File: src/rtl/io_bus_arbiter.sv
// io_bus_arbiter: round-robin share of the iobus sequencer port between two requesters,
// one transaction in flight, with a BUSY watchdog that frees a stuck requester.
module io_bus_arbiter #(
  parameter int          TIMEOUT = 1024,
  parameter logic [31:0] TO_DATA = 32'hFFFF_FFFF
) (
  input  logic        clk,
  input  logic        reset_n,
  input  logic        m0_read_do,
  input  logic [15:0] m0_read_address,
  input  logic [2:0]  m0_read_length,
  output logic [31:0] m0_read_data,
  output logic        m0_read_done,
  input  logic        m0_write_do,
  input  logic [15:0] m0_write_address,
  input  logic [2:0]  m0_write_length,
  input  logic [31:0] m0_write_data,
  output logic        m0_write_done,
  input  logic        m1_read_do,
  input  logic [15:0] m1_read_address,
  input  logic [2:0]  m1_read_length,
  output logic [31:0] m1_read_data,
  output logic        m1_read_done,
  input  logic        m1_write_do,
  input  logic [15:0] m1_write_address,
  input  logic [2:0]  m1_write_length,
  input  logic [31:0] m1_write_data,
  output logic        m1_write_done,
  output logic        io_read_do,
  output logic        io_write_do,
  output logic [15:0] io_address,
  output logic [2:0]  io_length,
  output logic [31:0] io_write_data,
  input  logic [31:0] io_read_data,
  input  logic        io_read_done,
  input  logic        io_write_done,
  output logic        timeout_err,
  output logic        grant
);
  localparam int CW = TIMEOUT > 0 ? $clog2(TIMEOUT + 1) : 1;
  typedef enum logic [2:0] {IDLE, ISSUE, BUSY, RELEASE, DRAIN} state_t;
  state_t state, state_n;
  logic last_grant, kind_wr;
  logic [CW-1:0] cnt;
  logic pend0, pend1, go, sel, sel_wr, hit, fire, fin;
  logic [15:0] sel_addr;
  logic [2:0] sel_len;
  always_comb begin
    pend0 = m0_read_do | m0_write_do;
    pend1 = m1_read_do | m1_write_do;
    go = pend0 | pend1;
    sel = (pend0 & pend1) ? ~last_grant : pend1;
    sel_wr = sel ? m1_write_do : m0_write_do;
    sel_addr = sel_wr ? (sel ? m1_write_address : m0_write_address)
                      : (sel ? m1_read_address : m0_read_address);
    sel_len = sel_wr ? (sel ? m1_write_length : m0_write_length)
                     : (sel ? m1_read_length : m0_read_length);
    hit = kind_wr ? io_write_done : io_read_done;
    // a done landing on the final watchdog cycle still counts as a normal completion
    fire = (TIMEOUT != 0) && (state == BUSY) && !hit && (cnt == CW'(TIMEOUT - 1));
    fin = (state == BUSY) && (hit || fire);
    state_n = state;
    case (state)
      IDLE:    state_n = go ? ISSUE : IDLE;
      ISSUE:   state_n = BUSY;
      BUSY:    state_n = hit ? RELEASE : fire ? DRAIN : BUSY;
      RELEASE: state_n = IDLE;
      DRAIN:   state_n = hit ? IDLE : DRAIN;
      default: state_n = IDLE;
    endcase
  end
  always_ff @(posedge clk or negedge reset_n) begin
    if (!reset_n) state <= IDLE;
    else state <= state_n;
  end
  always_ff @(posedge clk or negedge reset_n) begin
    if (!reset_n) begin
      io_read_do <= 1'b0;
      io_write_do <= 1'b0;
      io_address <= '0;
      io_length <= '0;
      io_write_data <= '0;
      kind_wr <= 1'b0;
      grant <= 1'b0;
      last_grant <= 1'b1;
      cnt <= '0;
      m0_read_done <= 1'b0;
      m0_write_done <= 1'b0;
      m1_read_done <= 1'b0;
      m1_write_done <= 1'b0;
      m0_read_data <= '0;
      m1_read_data <= '0;
      timeout_err <= 1'b0;
    end else begin
      io_read_do <= (state == IDLE) && go && !sel_wr;
      io_write_do <= (state == IDLE) && go && sel_wr;
      cnt <= (state == BUSY) ? cnt + 1'b1 : '0;
      if (state == IDLE && go) begin
        io_address <= sel_addr;
        io_length <= sel_len;
        io_write_data <= sel ? m1_write_data : m0_write_data;
        kind_wr <= sel_wr;
        grant <= sel;
        last_grant <= sel;
      end
      m0_read_done <= fin && !kind_wr && !grant;
      m0_write_done <= fin && kind_wr && !grant;
      m1_read_done <= fin && !kind_wr && grant;
      m1_write_done <= fin && kind_wr && grant;
      timeout_err <= fire;
      if (fin && !kind_wr && !grant) m0_read_data <= hit ? io_read_data : TO_DATA;
      if (fin && !kind_wr && grant) m1_read_data <= hit ? io_read_data : TO_DATA;
    end
  end
endmodule

File: config.mk
export PLATFORM = sky130hd
export DESIGN_NAME = io_bus_arbiter
export DESIGN_NICKNAME = d
export VERILOG_FILES = /design/src/rtl/io_bus_arbiter.sv
export SDC_FILE = /design/constraint.sdc
export NUM_CORES = 1
export LEC_CHECK = 0
export ABC_AREA = 1
export CAP_MARGIN = 0
export CORE_ASPECT_RATIO = 0.9
export CORE_MARGIN = 2
export CORE_UTILIZATION = 31
export CTS_BUF_LIST = sky130_fd_sc_hd__clkbuf_16
export CTS_CLUSTER_DIAMETER = 100
export DETAILED_ROUTE_END_ITERATION = 6
export PLACE_DENSITY = 0.73
export SLEW_MARGIN = 0
export SYNTH_ARGS = -nofsm -noshare
export SYNTH_HDL_FRONTEND = slang
export SYNTH_SLANG_ARGS = --single-unit
export TNS_END_PERCENT = 10
File: constraint.sdc
create_clock -name clk -period 4.6 [get_ports clk]
set_clock_uncertainty 0.05 [all_clocks]
set_input_delay 0.46 -clock clk [delete_from_list [all_inputs] [get_ports clk]]
set_output_delay 0.46 -clock clk [all_outputs]
set_load 0.05 [all_outputs]
==> results of run 1 <==
## worst max path at each step
stage	cells after the start	slack, ns	end	start
CTS	8	1.71	m0_read_data[5]	cnt[0]
detailed placement	7	1.40	m0_read_data[22]	io_read_done
global placement	10	1.49	m0_read_data[17]	io_write_done
global route	8	1.48	m0_read_data[22]	cnt[0]
floorplan	6	3.01	m0_read_data[22]	grant
finish	8	1.77	m0_read_data[5]	cnt[0]
## per-stage QoR
stage	std cells	setup WS [ns]	cell area (µm²)
floorplan	831	3.005	6743
global placement	1376	1.488	9889
detailed placement	1376	1.398	9889
CTS	1409	1.714	10480
global route	1409	1.476	10480
finish	1409	1.770	10480
## flip-flops by register name (all words and copies together), names as in the netlist, 3 cells and up
name	cells
io_write_data	32
m0_read_data	32
m1_read_data	32
io_address	16
cnt	11
io_length	3
state	3
## cells by family after synthesis
kind of cell	Yosys count	synth area share, %
compound gates	86	6.625
xor+xnor	1	0.1299
fa+ha+maj	1	0.1855
buf+inv	80	6.031
flops	139	51.61
simple gates	524	35.42
## power breakdown
group	internal [mW]	switching, mW
clock network	0.767	0.600
registers	1.75	0.327
logic	1.43	3.23
total	3.95	4.16
## critical path: stages, from the launching register on
cell and delay [ns]:
dfrtp_1 0.37, ha_1 0.24, nand3_4 0.14, nor2_8 0.16, nand3_4 0.09, nand2_4 0.52
nand3_2 0.79, nand2_1 0.27, nand2_1 0.08
## layout make-up
| class | instances | area [µm²] |
|---|---|---|
| Clock buffer | 17 | 425.4 |
| Fill cell | 2074 | 11020 |
| Multi-Input combinational cell | 612 | 2865 |
| Tap cell | 291 | 364.1 |
| Inverter | 23 | 88.84 |
| Sequential cell | 139 | 3480 |
| Clock inverter | 15 | 156.4 |
| Timing Repair Buffer | 312 | 3102 |
## synthesized netlist by cell type, types with 4 or more instances
cell / count / share of area, %
a21oi_1: 71 / 5.3
buf_2: 20 / 1.5
buf_4: 8 / 0.89
buf_6: 5 / 0.83
clkbuf_1: 20 / 1.1
dfrtp_1: 138 / 51
inv_1: 14 / 0.78
inv_2: 7 / 0.39
nand2_1: 323 / 18
nand2_2: 4 / 0.37
nand3_1: 41 / 3.0
nand4_1: 64 / 5.9
nor2_1: 43 / 2.4
o21ai_0: 6 / 0.45
o21ai_1: 4 / 0.30
or2_2: 32 / 3.0
## routing by layer
layer	part of all wire [%]	global-route usage (%)	up-vias
li1	-	-	3269
met1	43	25.99	3203
met2	45	30.08	299
met3	11	8.802	15
met4	1.1	4.976	0
met5	0	0	-
## what timing repair did
action / 4_1_cts / 5_1_grt
hold endpoints to repair: 59 / 0
buffers inserted: 0 / 0
hold buffers: 1 / 0
==> impl_results.md, run 1 <==
* Status: completed
* Die Ht at 143.9 µm
* Hold Startpoint: cnt[0]
* Core ar. at 0.02150 mm²
* Critical Path Start Type: flop
* Post-synth EDFFs at 0
* Die X-Extent at 159.5 µm
* Detailed placer's ending HPWL at 15,880 µm
* Final setup viols at 0
* Most common cell after layout, fill and taps aside: nand2_1
* Synth Register Bits at 139
* Initial Util at 31.36%
* Worst Hold Endpoint: cnt[0]
* Row Count at 51
* Reg-to-reg setup timing slack at 1.77 ns
* Netlist cell types at 35
* Power per cell area at 773.5 mW/mm²
* Total of max-cap violations at 0
* R2R Path Start: cnt[0]
* Final core occ at 48.74%
* Slew Viols, Final at 0
* Lkg Pwr at 4.821 nW
* I/O Pins at 303
* Reg2reg end: m0_read_data[5]
* Clock transition at path regs at 0.07 ns
* Sinks on the clock net at 139
* Die area at 0.02295 mm²
* Synth Cell Area at 0.006743 mm²
* Max rail drop VDD at 0.4252 mV
* RSZ-0062 raised after global routing: no
* Crit. End Element: flop
* Sequential cell area fraction in the yosys report at 51.61%
* CP Data Required Time at 4.85 ns
* Largest net degree at the start of global routing at 72
* WHS at 0.4074 ns
* GP Congestion at 0.8107
* Synthesis Warnings at 0
* Number of global-route vias before repair at 6,362
* Commonest non-fill, non-tap cells in the layout: nand2_1 (323), clkdlybuf4s50_1 (301), dfrtp_1 (138)
* Total wire length at 22,880 µm
* Clock root cell: clkbuf_16
* Hold Path Cell Cnt at 1
* First-pass GRT wire length at 35,560 µm
* Post-cts resize count at 0
* WL/cell at 16.24 µm
* Initial antenna violation count at 0
* First drt pass iteration count at 4
* Async SR Flop Fraction at 100.0%
* NumNets Final at 1,286
* Largest driver fanout on the critical path at 67
* DR iter-0 viols at 388
* Vias per inst at 4.816
* Final hold viol count at 0
* Final min period at 2.830 ns
* Mapped Nets at 1,012
* Top FF cell, synth: dfrtp_1
* Slew headroom at 45.23%
* Layout cell share with drive strength beyond 1 at 9.213%
* Gr usage total at 19.85%
* Max Freq at 353.3 MHz
* Area Growth Syn to Fin at 55.45%
* DRC viols at 0
* Hold WC Path Type: reg -> reg
* IO Port Bufs at 302
* Num CTS Buffers at 17
* Fin crit share at 61.53%
* H-tree depth at 4
* CP Class: reg -> reg
* Max Root-Sink Buffers at 2
* Worst-Margin Slew at 0.8215 ns
* Mapped Avg Cell Area at 8.114 µm²
* Total chip power at 8.108 mW
* Worst-case reg-to-reg path depth at 8
* Worst-skew pair later-pin latency at 0.42 ns
* Vias at 6,786
* CTS tree: built
* Post-route ant nets at 0
* Inserted Diodes at 0
* Grt ovf at 0
* WP data arrival at 3.08 ns
* Sum of negative setup slack at 0 ns
* Synthesized netlist cell count at 831
Power figures use the tool's default switching activity.
==> inputs of run 2 (changes only) <==
==> constraint.sdc (replaced) <==
create_clock -name clk -period 2.7 [get_ports clk]
set_clock_uncertainty 0.05 [all_clocks]
set_input_delay 0.27 -clock clk [delete_from_list [all_inputs] [get_ports clk]]
set_output_delay 0.27 -clock clk [all_outputs]
set_load 0.05 [all_outputs]
==> run 2 against run 1 <==
Worst hold slack lost 0.14 ns. Setup slack lost 1.0 ns. Critical path depth shrank 7. Critical path type is now reg -> out. Total power grew 71%.
==> impl_results.md, run 2 (synthesis results as in run 1) <==
* Inserted Diodes at 0 (unchanged)
* Core ar. at 0.02150 mm² (unchanged)
* Area Growth Syn to Fin at 56.60%
* Top cell family by delay on the critical path: buffers and inverters
* WP data arrival at 1.66 ns (-1.42 ns)
* Number of global-route vias before repair at 6,843 (+7.6%)
* Initial antenna violation count at 1 (+1)
* First drt pass iteration count at 5 (+1)
* Total wire length at 23,570 µm (+3.0%)
* Total of max-cap violations at 0 (unchanged)
* Lkg Pwr at 4.866 nW (+0.93%)
* Clock root cell: clkbuf_16
* Post-route ant nets at 0 (unchanged)
* GP Congestion at 0.8594 (+6.0%)
* Largest net degree at the start of global routing at 63 (-13%)
* Final core occ at 49.10% (+0.36 points)
* Most common cell after layout, fill and taps aside: nand2_1
* Largest driver fanout on the critical path at 2 (-97%)
* Slew Viols, Final at 0 (unchanged)
* Final setup viols at 0 (unchanged)
* First-pass GRT wire length at 36,510 µm (+2.7%)
* Commonest non-fill, non-tap cells in the layout: nand2_1 (323), clkdlybuf4s50_1 (300), dfrtp_1 (138)
* DR iter-0 viols at 460 (+19%)
* Status: completed
* Detailed placer's ending HPWL at 16,520 µm (+4.0%)
* Die area at 0.02295 mm² (unchanged)
* IO Port Bufs at 302 (unchanged)
* Hold WC Path Type: in -> async
* CTS tree: built
* Slew headroom at 56.48% (+11 points)
* CP bufs+invs at 1 (+1)
* Clock transition at path regs at 0.07 ns (about the same)
* Crit path cell chain: clkdlybuf4s50_1
* Critical Path Start Type: flop
* Vias per inst at 4.819 (about the same)
* Max rail drop VDD at 1.034 mV (+140%)
* Layout cell share with drive strength beyond 1 at 9.867% (+0.65 points)
* Total chip power at 13.90 mW (+71%)
* Final hold viol count at 0 (unchanged)
* I/O Pins at 303 (unchanged)
* Die Ht at 143.9 µm (unchanged)
* Post-CTS Setup Repair Bufs at 0 (unchanged)
* Worst path max stage delay at 0.87 ns (+0.08 ns)
* Row Count at 51 (unchanged)
* Final min period at 1.976 ns
* Num CTS Buffers at 17 (unchanged)
* H-tree depth at 4 (unchanged)
* Sum of negative setup slack at 0 ns (unchanged)
* Die X-Extent at 159.5 µm (unchanged)
* Post-cts resize count at 0 (unchanged)
* CP max stage cell: clkdlybuf4s50_1
* Power per cell area at 1317 mW/mm² (+70%)
* Vias at 6,824 (+0.56%)
* Max Root-Sink Buffers at 2 (unchanged)
* Max Freq at 506.0 MHz
* DRC viols at 0 (unchanged)
* Initial Util at 31.36% (unchanged)
* WL/cell at 16.65 µm (+2.5%)
* CP Class: reg -> out
* Worst-Margin Slew at 0.6528 ns (-0.1687 ns)
* RSZ-0062 raised after global routing: no
* Crit. End Element: output port
* Grt ovf at 0 (unchanged)
* Fin crit share at 73.19%
* Sinks on the clock net at 139 (unchanged)
* CP Data Required Time at 2.38 ns (-2.47 ns)
* Gr usage total at 20.20% (+0.35 points)
* Top Registers: io_write_data: 32 flops, m0_read_data: 32 flops, m1_read_data: 32 flops
* Worst-skew pair later-pin latency at 0.43 ns (about the same)
* NumNets Final at 1,293 (+0.54%)
* Post-CTS Hold Buffers at 1 (unchanged)
==> run 2: cell count changes in the layout (fill, tap and decap cells not counted) <==
| cell | previous run | this run |
|---|---|---|
| inv_8 | 5 | 3 |
| buf_4 | 9 | 15 |
| inv_6 | 3 | 5 |
| clkinv_8 | 0 | 1 |
| buf_12 | 0 | 2 |
| clkdlybuf4s50_1 | 301 | 300 |
| clkinv_4 | 2 | 1 |
==> run 2: layer usage <==
metal	GRT usage, %	part of all wire, %	vias to the layer above
met2	32.47	47	313
met1	25.20	42	3200
li1	-	-	3278
met3	7.157	9.0	31
met4	7.321	2.2	2
met5	0	0.055	-
==> run 2: per-stage QoR <==
step                      cells  hold slack, ns  worst slack (ns)  area, µm²
after floorplan             831        -0.07559             1.105       6743
after global placement     1383          0.1571            0.4963       9965
after detailed placement   1383          0.1587            0.4159       9965
after CTS                  1416          0.2787            0.6941      10560
after global routing       1416          0.3028            0.5912      10560
final                      1416          0.2680            0.7238      10560
==> run 2: layout make-up <==
class | instances | area, µm²
fill | 2048 | 10950
sequential | 139 | 3480
inverter | 23 | 88.84
clock inverter | 15 | 158.9
clock buffer | 17 | 425.4
tap | 291 | 364.1
multi-input combinational | 612 | 2865
timing repair buffer | 319 | 3177
==> run 2: final timing paths <==
check                             startpoint                 to  slack (ns)  depth (start not counted)
min reg2reg                           cnt[0]             cnt[0]        0.41                          1
min in group clk           m1_write_data[25]  io_write_data[25]        0.35                          3
max in group asynchronous            reset_n   m1_read_data[29]        1.46                          3
min                                  reset_n    m0_read_data[1]        0.27                          2
max                           io_address[13]     io_address[13]        0.72                          1
max reg2reg                       last_grant       io_length[0]        0.76                          7
==> run 2: report_power, final <==
group	internal, mW	switching [mW]	leakage (nW)
registers	2.99	0.548	1.72
clock network	1.31	1.06	0.277
logic	2.48	5.52	2.87
==> inputs of run 3 (changes only) <==
--- a/config.mk
+++ b/config.mk
@@ -13,7 +13,7 @@
 export CTS_BUF_LIST = sky130_fd_sc_hd__clkbuf_16
 export CTS_CLUSTER_DIAMETER = 100
 export DETAILED_ROUTE_END_ITERATION = 6
-export PLACE_DENSITY = 0.73
+export PLACE_DENSITY = 0.75
 export SLEW_MARGIN = 0
 export SYNTH_ARGS = -nofsm -noshare
 export SYNTH_HDL_FRONTEND = slang
==> constraint.sdc (replaced) <==
create_clock -name clk -period 1.74 [get_ports clk]
set_clock_uncertainty 0.05 [all_clocks]
set_input_delay 0.174 -clock clk [delete_from_list [all_inputs] [get_ports clk]]
set_output_delay 0.174 -clock clk [all_outputs]
set_load 0.05 [all_outputs]
==> run 3 against run 2 <==
Count of clock-buffer cells in the layout is the same. Wire length fell by 1.0%. Worst hold slack lost 0.050 ns. Total power rose by 56%. Flip-flop and latch count unchanged. First-iteration DRC count increased by 5.4%. Critical path type is now reg -> reg. Critical endpoint is now m1_read_data[16]. Largest power group unchanged.
==> impl_results.md, run 3 (synthesis results as in run 1) <==
* Power per cell area at 2004 mW/mm² (+52%)
* IO Port Bufs at 302 (unchanged)
* Die X-Extent at 159.5 µm (unchanged)
* Sw frac at 51.02% (-0.27 points)
* Clock root cell: clkbuf_16
* I/O Pins at 303 (unchanged)
* First-pass GRT wire length at 36,440 µm (-0.19%)
* Crit. End Element: flop
* Final setup viols at 0 (unchanged)
* Vias per inst at 4.858 (+0.81%)
* Worst-skew pair later-pin latency at 0.41 ns (-0.02 ns)
* Commonest non-fill, non-tap cells in the layout: nand2_1 (323), clkdlybuf4s50_1 (178), dfrtp_1 (137)
* Initial Util at 31.36% (unchanged)
* NumNets Final at 1,328 (+2.7%)
* Setup ws final at 0.1180 ns (-0.6058 ns)
* Max Freq at 616.5 MHz
* Die area at 0.02295 mm² (unchanged)
* Clock transition at path regs at 0.06 ns (about the same)
* Final hold viol count at 0 (unchanged)
* CP Class: reg -> reg
* WL/cell at 16.07 µm (-3.5%)
* Total of max-cap violations at 0 (unchanged)
* DR iter-0 viols at 485 (+5.4%)
* CP Data Required Time at 2.00 ns (-0.38 ns)
* Fin crit share at 93.22%
* Area Growth Syn to Fin at 60.68%
* GP Congestion at 0.8274 (-3.7%)
* Max rail drop VDD at 1.183 mV (+14%)
* Layout cell share with drive strength beyond 1 at 17.50% (+7.6 points)
* Most common cell after layout, fill and taps aside: nand2_1
* First drt pass iteration count at 5 (unchanged)
* Initial antenna violation count at 1 (unchanged)
* Lkg Pwr at 5.324 nW (+9.4%)
* Total wire length at 23,330 µm (-1.0%)
* Comb power frac at 57.9% (+0.4 points)
* Die Ht at 143.9 µm (unchanged)
* Largest driver fanout on the critical path at 28 (+26)
* Sinks on the clock net at 139 (unchanged)
* WHS at 0.2181 ns (-0.04997 ns)
* Number of global-route vias before repair at 6,873 (+0.44%)
* Row Count at 51 (unchanged)
* Internal power at 10.63 mW (+57%)
* Slew Viols, Final at 0 (unchanged)
* Post-route ant nets at 0 (unchanged)
* Top Registers: io_write_data: 32 flops, m0_read_data: 32 flops, m1_read_data: 32 flops
* Gr usage total at 20.22% (about the same)
* Final min period at 1.622 ns
* DRC viols at 0 (unchanged)
* Critical Path Start Type: flop
* Sequential Power Share at 25.4% (about the same)
* Hold WC Path Type: in -> async
* Largest net degree at the start of global routing at 47 (-25%)
* Vias at 7,054 (+3.4%)
* CTS tree: built
* Net Sw Power at 11.08 mW (+55%)
* Num CTS Buffers at 17 (unchanged)
* Core ar. at 0.02150 mm² (unchanged)
* Worst-Margin Slew at 0.5131 ns (-0.1398 ns)
* Grt ovf at 0 (unchanged)
* Clock share of power at 16.8% (-0.2 points)
* Max Root-Sink Buffers at 2 (unchanged)
* Pre-CTS setup slack at -0.2156 ns (-0.6315 ns)
* Detailed placer's ending HPWL at 17,240 µm (+4.4%)
* Status: completed
* WP data arrival at 1.88 ns (+0.22 ns)
* H-tree depth at 4 (unchanged)
* Slew headroom at 65.93% (+9.5 points)
run 3: timing repair:
item | in CTS | in global routing
pin swaps | 0 | 1
endpoints found under the setup margin | 68 | 65
resized for setup | 68 | 3
hold buffers | 1 | 0
buffers inserted | 0 | 0
endpoints found under the hold margin | 51 | 0
run 3: metal layers:
metal	GRT usage, %	routed length [µm]	vias to the layer above
li1	-	-	3365
met1	25.58	9997	3312
met2	32.33	10720	338
met3	7.157	2123	39
met4	6.794	495	0
met5	0	0	-
run 3: path summary, 6_finish.rpt:
check	start	to	slack, ns	depth (start not counted)
setup / recovery	cnt[0]	m1_read_data[16]	0.12	9
hold / removal	reset_n	m0_read_data[4]	0.22	2
setup reg to reg	cnt[0]	m1_read_data[16]	0.12	9
hold reg to reg	m1_read_data[2]	m1_read_data[2]	0.42	2
max in group asynchronous	reset_n	m0_read_data[14]	0.85	3
min in group clk	m1_write_data[10]	io_write_data[10]	0.26	3
run 3: final cells by class:
cell class                      count  area [µm²]
Fill cell                        2054       10670
Sequential cell                   139        3481
Timing Repair Buffer              354        3432
Multi-Input combinational cell    612        2878
Clock buffer                       17       425.4
Tap cell                          291       364.1
Clock inverter                     15       162.7
Inverter                           23       88.84
Antenna cell                        1       2.502
run 3: worst max-delay path, stage by stage (launching register included):
cell	delay, ns
dfrtp_1	0.41
ha_4	0.18
nand3_4	0.11
nor2_8	0.13
nand3_4	0.09
nand2_4	0.10
nand3_2	0.10
buf_12	0.19
nand2_1	0.08
nand2_1	0.05
run 3: power by group through the flow:
| stage | Clock, mW | Combinational (mW) | Sequential [mW] |
|---|---|---|---|
| 3_3_place_gp | 0 | 12.9 | 5.52 |
| 2_1_floorplan | 0 | 3.77 | 9.92 |
| 4_1_cts | 3.72 | 12.6 | 5.49 |
| 5_1_grt | 3.85 | 13.4 | 5.67 |
| 6_report | 3.64 | 12.6 | 5.51 |
| 3_5_place_dp | 0 | 13.1 | 5.52 |
run 3: metrics by stage:
step | TNS, ns | area [µm²] | cells | utilization (%) | total power, mW
CTS | 0 | 10820 | 1451 | 50.31 | 21.85
detailed placement | -12.38 | 10300 | 1418 | 47.92 | 18.65
global placement | -12.11 | 10300 | 1418 | 47.92 | 18.45
floorplan | 0 | 6743 | 831 | - | 13.70
finish | 0 | 10830 | 1452 | 50.38 | 21.71
global route | -0.006707 | 10830 | 1452 | 50.38 | 22.92
